`src/rtl/bist_seq_ctrl.sv`:
```
// BIST session sequencer: arms a pattern generator, compacts its data stream
// into a MISR per phase and compares each phase against an expected signature.
module bist_seq_ctrl #(
  parameter int                    DATA_WIDTH = 32,
  parameter int                    LEN_W      = 16,
  parameter logic [DATA_WIDTH-1:0] POLY       = 32'h04C11DB7,
  parameter int                    TMO        = 64,
  parameter int                    GAP_CYC    = 2
) (
  input  logic                  clk,
  input  logic                  rst_n,
  input  logic                  start,
  input  logic                  abort,
  input  logic [1:0]            mode,
  input  logic [LEN_W-1:0]      run_len,
  input  logic [DATA_WIDTH-1:0] exp_sig0,
  input  logic [DATA_WIDTH-1:0] exp_sig1,
  output logic                  bist_enable,
  output logic                  bist_pattern_sel,
  output logic                  bist_capture_start,
  input  logic [DATA_WIDTH-1:0] bist_data,
  input  logic                  bist_valid,
  output logic                  busy,
  output logic                  done,
  output logic                  pass,
  output logic [DATA_WIDTH-1:0] signature,
  output logic                  err_timeout
);

  localparam int TW = $clog2(TMO + 2);
  localparam int GW = $clog2(GAP_CYC + 2);

  typedef enum logic [2:0] {
    S_IDLE,
    S_ARM,
    S_RUN,
    S_CHECK,
    S_GAP,
    S_FIN
  } state_e;

  state_e                state_q, state_d;
  logic [1:0]            mode_q, mode_d;
  logic [LEN_W-1:0]      len_q, len_d;
  logic [DATA_WIDTH-1:0] exp0_q, exp0_d;
  logic [DATA_WIDTH-1:0] exp1_q, exp1_d;
  logic [DATA_WIDTH-1:0] misr_q, misr_d;
  logic [LEN_W-1:0]      cnt_q, cnt_d;
  logic [TW-1:0]         idle_q, idle_d;
  logic [GW-1:0]         gap_q, gap_d;
  logic                  phase_q, phase_d;
  logic                  fail_q, fail_d;
  logic                  rdy_q;

  logic                  en_q, en_d;
  logic                  sel_q, sel_d;
  logic                  cap_q, cap_d;
  logic                  busy_q, busy_d;
  logic                  done_q, done_d;
  logic                  pass_q, pass_d;
  logic [DATA_WIDTH-1:0] sig_q, sig_d;
  logic                  tmo_q, tmo_d;

  function automatic logic [DATA_WIDTH-1:0] misr_step(input logic [DATA_WIDTH-1:0] m,
                                                      input logic [DATA_WIDTH-1:0] d);
    return ({m[DATA_WIDTH-2:0], 1'b0} ^ (m[DATA_WIDTH-1] ? POLY : '0)) ^ d;
  endfunction

  function automatic logic [LEN_W-1:0] sat_inc(input logic [LEN_W-1:0] c);
    return (&c) ? c : c + LEN_W'(1);
  endfunction

  always_comb begin
    state_d = state_q;
    mode_d  = mode_q;
    len_d   = len_q;
    exp0_d  = exp0_q;
    exp1_d  = exp1_q;
    misr_d  = misr_q;
    cnt_d   = cnt_q;
    idle_d  = idle_q;
    gap_d   = gap_q;
    phase_d = phase_q;
    fail_d  = fail_q;
    pass_d  = pass_q;
    sig_d   = sig_q;
    tmo_d   = tmo_q;

    case (state_q)
      S_IDLE: begin
        // rdy_q masks the first edge after reset release
        if (start && !abort && rdy_q) begin
          mode_d  = (mode == 2'b11) ? 2'b00 : mode;
          len_d   = run_len;
          exp0_d  = exp_sig0;
          exp1_d  = exp_sig1;
          misr_d  = '0;
          cnt_d   = '0;
          idle_d  = '0;
          gap_d   = '0;
          phase_d = 1'b0;
          fail_d  = 1'b0;
          pass_d  = 1'b0;
          sig_d   = '0;
          tmo_d   = 1'b0;
          state_d = (run_len == '0) ? S_FIN : S_ARM;
        end
      end
      S_ARM: begin
        idle_d  = '0;
        state_d = S_RUN;
      end
      S_RUN: begin
        if (bist_valid) begin
          misr_d = misr_step(misr_q, bist_data);
          cnt_d  = sat_inc(cnt_q);
          idle_d = '0;
          if (cnt_d == len_q) state_d = S_CHECK;
        end else if (idle_q >= TW'(TMO - 1)) begin
          tmo_d   = 1'b1;
          fail_d  = 1'b1;
          state_d = S_FIN;
        end else begin
          idle_d = idle_q + 1'b1;
        end
      end
      S_CHECK: begin
        if (misr_q != (phase_q ? exp1_q : exp0_q)) fail_d = 1'b1;
        sig_d   = misr_q;
        gap_d   = '0;
        state_d = (mode_q == 2'b10 && !phase_q) ? S_GAP : S_FIN;
      end
      S_GAP: begin
        gap_d = gap_q + 1'b1;
        if (gap_d >= GW'(GAP_CYC)) begin
          phase_d = 1'b1;
          misr_d  = '0;
          cnt_d   = '0;
          state_d = S_ARM;
        end
      end
      S_FIN: begin
        state_d = S_IDLE;
      end
      default: begin
        state_d = S_IDLE;
      end
    endcase

    // Abort wins over every other transition; FIN is already on its way out.
    if (abort && state_q != S_IDLE && state_q != S_FIN) begin
      state_d = S_FIN;
      fail_d  = 1'b1;
      tmo_d   = tmo_q;
      sig_d   = sig_q;
    end

    en_d   = (state_d == S_RUN);
    cap_d  = (state_d == S_ARM);
    busy_d = (state_d != S_IDLE);
    done_d = (state_d == S_FIN);
    sel_d  = (state_d == S_ARM || state_d == S_RUN) ? (phase_d | (mode_d == 2'b01)) : 1'b0;
    if (state_d == S_FIN && state_q != S_FIN) pass_d = ~fail_d;
  end

  always_ff @(posedge clk or negedge rst_n) begin
    if (!rst_n) begin
      state_q <= S_IDLE;
      mode_q  <= '0;
      len_q   <= '0;
      exp0_q  <= '0;
      exp1_q  <= '0;
      misr_q  <= '0;
      cnt_q   <= '0;
      idle_q  <= '0;
      gap_q   <= '0;
      phase_q <= 1'b0;
      fail_q  <= 1'b0;
      rdy_q   <= 1'b0;
      en_q    <= 1'b0;
      sel_q   <= 1'b0;
      cap_q   <= 1'b0;
      busy_q  <= 1'b0;
      done_q  <= 1'b0;
      pass_q  <= 1'b0;
      sig_q   <= '0;
      tmo_q   <= 1'b0;
    end else begin
      state_q <= state_d;
      mode_q  <= mode_d;
      len_q   <= len_d;
      exp0_q  <= exp0_d;
      exp1_q  <= exp1_d;
      misr_q  <= misr_d;
      cnt_q   <= cnt_d;
      idle_q  <= idle_d;
      gap_q   <= gap_d;
      phase_q <= phase_d;
      fail_q  <= fail_d;
      rdy_q   <= 1'b1;
      en_q    <= en_d;
      sel_q   <= sel_d;
      cap_q   <= cap_d;
      busy_q  <= busy_d;
      done_q  <= done_d;
      pass_q  <= pass_d;
      sig_q   <= sig_d;
      tmo_q   <= tmo_d;
    end
  end

  assign bist_enable        = en_q;
  assign bist_pattern_sel   = sel_q;
  assign bist_capture_start = cap_q;
  assign busy               = busy_q;
  assign done               = done_q;
  assign pass               = pass_q;
  assign signature          = sig_q;
  assign err_timeout        = tmo_q;

endmodule

```
`config.mk`:
```
export PLATFORM = sky130hd
export DESIGN_NAME = bist_seq_ctrl
export DESIGN_NICKNAME = d
export VERILOG_FILES = /design/src/rtl/bist_seq_ctrl.sv
export SDC_FILE = /design/constraint.sdc
export NUM_CORES = 1
export LEC_CHECK = 0
export CORE_MARGIN = 5
export CORE_UTILIZATION = 48
export DETAILED_ROUTE_END_ITERATION = 6
export PLACE_DENSITY = 0.76
export SYNTH_ARGS = -nofsm -noshare
export SYNTH_HDL_FRONTEND = slang
export SYNTH_SLANG_ARGS = --single-unit
```
`constraint.sdc`:
```
create_clock -name clk -period 2.35 [get_ports clk]
set_input_delay 0.235 -clock clk [delete_from_list [all_inputs] [get_ports clk]]
set_output_delay 0.235 -clock clk [all_outputs]
set_load 0.02 [all_outputs]
```
==> summary.md <==
| Metric | Value |
|---|---|
| Worst-Skew Late Latency | `430 ps` |
| Total grt overflow | `0` |
| Top post-synthesis cells by area | `dfrtp_1 (51%), nand2_1 (13%), xnor2_1 (7.1%)` |
| Met3 Resource Use GR | `0.0450` |
| Peak supply drop | `0.000674 V` |
| Largest net degree at the start of global routing | `80` |
| Cell Area, Synth | `0.00895 mm²` |
| Total clock sinks | `184` |
| H-tree Lvls | `4` |
| Die width | `147 µm` |
| Synth async-reset ratio | `1.00` |
| CP arrival | `2650 ps` |
| Dpl ws | `0.569 ps` |
| Vias in the first global route | `7,592` |
| Cell-internal power | `0.00819 W` |
| Most Used Layer, Global Route | `met2` |
| Register area share after synthesis | `0.515` |
| FMAX | `0.434 GHz` |
| Cell count after synthesis | `950` |
| CP endpoint kind | `flip-flop` |
| Combinational share of power | `0.393` |
| Share of layout cells above drive strength 1 | `0.134` |
| Critical path class | `flip-flop to flip-flop` |
| Leading area contributor after synthesis | `dfrtp_1` |
| DRT iter0 DRCs | `649` |
| Met2 Use GR | `0.359` |
| Antenna violations before repair | `0` |
| Port bufs | `157` |
| Worst EP required | `2700 ps` |
| Sequential power share | `0.397` |
| Worst-Margin Slew | `617 ps` |
| Sw Ratio | `0.387` |
| Met1 Track Usage GR | `0.342` |
| Multi-input gate area | `0.00435 mm²` |
| Synth Flop Type | `dfrtp_1` |
| GR Util All Layers | `0.236` |
| Layout fillers | `1,492` |
| Fin crit period | `2300 ps` |
| Routed wire per std cell | `18.2 µm` |
| Status | `complete, no violations` |
| CTS tree | `yes` |
| CTS Root Cell | `clkbuf_16` |
| YS warnings | `0` |
| DRT antenna net count | `0` |
| Setup ws final | `45.9 ps` |
| Crit path launch type | `flip-flop` |
| Die area | `0.0215 mm²` |
| Number of enable-type register cells in the synthesized netlist | `0` |
| Synthesized Nets | `1,071` |
| Worst Hold Class | `input pin to flip-flop` |
| Worst Skew | `8.65 ps` |
| # IOs | `158` |
| Power share of the clock group | `0.210` |
| Num CTS Buffers | `17` |
| Yosys reg bits | `184` |
| Syn Area/Cell | `9.42 µm²` |
| Final core occ | `0.655` |
| Fin crit share | `0.980` |
| Hold Vio Cnt, Final | `0` |
| Clk slew on worst S/H paths | `80 ps` |
| Post-DP HPWL | `18,600 µm` |
| Row cnt | `50` |
| Drt first pass iters | `5` |
| Synth cell types | `51` |
| PwrDens | `1100 mW/mm²` |
| Layout Cells excl Fill | `1,409` |
| Sw power | `0.00517 W` |
| First-pass GRT wire length | `40,400 µm` |
| Slew Viols, Final | `0` |
| Leakage | `5.65 nW` |
| Setup violations, final | `0` |
| Max_cap viols | `0` |
| RePlAce Congestion | `0.943` |
| RSZ-0062 raised after global routing | `yes` |
| Rel. slew slack | `0.589` |
| Die H | `147 µm` |
| Final net count | `1,283` |
| Worst-path maximum fanout | `5` |
| Core area | `0.0185 mm²` |
| Register area | `0.00461 mm²` |
| Residual DRC count | `0` |
| Top cell type's share of synthesized area | `0.515` |
| Inst Count DP | `1,371` |
| # diodes | `0` |
| Longest Clk Path Bufs | `2` |
| Via/cell ratio | `5.50` |
| Via count | `7,750` |
| DRT Wirelength | `25,600 µm` |
| Layout Area Growth over Synthesis | `35.6%` |
| Starting density of the core | `0.483` |
final timing paths:
check	slack [ps]	depth (start not counted)	start	end
min	330	3	exp_sig1[8]	exp1_q[8]
min in group asynchronous	370	2	rst_n	len_q[4]
min reg2reg	480	2	exp0_q[22]	exp0_q[22]
max	50	9	cnt_q[2]	bist_capture_start
max reg2reg	50	9	cnt_q[2]	bist_capture_start
max in group asynchronous	1260	3	rst_n	phase_q
metal layers:
metal | part of all wire | wire length [µm]
met5 | 0 | 0
met4 | 0.027 | 696
met3 | 0.062 | 1580
met2 | 0.45 | 11600
met1 | 0.46 | 11700
Yosys cell counts, types with 6 or more instances:
cell type	instances
a21oi_1	20
a22o_1	33
buf_2	6
clkbuf_1	41
dfrtp_1	184
inv_1	9
mux2i_1	37
nand2_1	299
nand3_1	13
nand4_1	9
nor2_1	33
nor3_1	8
nor4_1	16
o21ai_0	63
xnor2_1	73
xor2_1	28
kinds of logic after synthesis:
| kind of cell | after synthesis | share of synthesized area |
|---|---|---|
| buffers and inverters | 57 | 0.0248 |
| DFF | 184 | 0.515 |
| xor gates and xnor gates | 101 | 0.0989 |
| AOI/OAI and AO/OA | 150 | 0.110 |
| adders and majority gates | 2 | 0.00280 |
| muxes | 38 | 0.0427 |
| other | 1 | 0.000419 |
| and+or+nand+nor | 417 | 0.206 |
stage by stage:
step / hold slack (ps) / instance area [µm²] / setup TNS [ps] / power [W]
5_1_grt: 324 / 12100 / -225 / 0.0142
3_5_place_dp: 273 / 11300 / 0 / 0.0103
3_3_place_gp: 263 / 11300 / 0 / 0.0101
2_1_floorplan: -60.6 / 8950 / 0 / 0.00832
6_report: 329 / 12100 / 0 / 0.0134
4_1_cts: 314 / 11900 / -0.290 / 0.0132
timing repair:
item	in CTS	in global routing
setup buffers	0	5
hold endpoints to repair	57	0
endpoints found under the setup margin	4	6
resized for setup	12	29
pin swaps	5	16
hold buffers	1	0
layout make-up:
| cell class | count | area share |
|---|---|---|
| flip-flops and latches | 184 | 0.380 |
| multi-input cells | 709 | 0.358 |
| repair buffers | 241 | 0.187 |
| clock buffers | 18 | 0.0354 |
| well taps | 234 | 0.0241 |
| clock inverters | 14 | 0.0129 |
| inverters | 9 | 0.00278 |
flip-flops by register name, summed over array words and instances, names as in the netlist, 2 cells and up:
signal,count
exp0_q,32
gap_q,2
exp1_q,32
state_q,3
misr_q,32
signature,32
cnt_q,16
mode_q,2
len_q,16
idle_q,7
worst max-delay path, stage by stage, from the launching register on:
cell and delay [ps]:
dfrtp_1 470, buf_4 200, xnor2_4 240, xnor2_1 140, nor4b_4 230, a311oi_2 60
buf_4 160, nor4_4 290, nand4_2 200, a211oi_2 230
cells in the final DEF (no fill, tap or decap), types with 4 or more instances in the layout:
cell type        instances
nand2_1                299
dfrtp_1                182
clkdlybuf4s50_1        156
buf_4                   76
xnor2_1                 71
o21ai_0                 60
mux2i_1                 33
a22o_1                  33
nor2_1                  30
xor2_1                  28
a21oi_1                 20
clkbuf_16               17
nor4_1                  10
nand3_1                 10
inv_1                    9
nand4_1                  9
nor3_1                   7
a21o_1                   5
and4_1                   5
nand2b_1                 5
nor4_2                   5
o31ai_1                  5
inv_8                    5
nor4_4                   4
nand3b_1                 4
mux2i_2                  4
a31oi_1                  4
buf_6                    4
buf_12                   4
power groups by stage:
stage                     Clock, W  Combinational, W  Sequential (W)
after floorplan                  0           0.00320         0.00513
after CTS                  0.00285           0.00511         0.00526
after global routing       0.00298           0.00574         0.00545
final                      0.00281           0.00525         0.00531
after global placement           0           0.00489         0.00526
after detailed placement         0           0.00500         0.00530
Power figures use the tool's default switching activity.
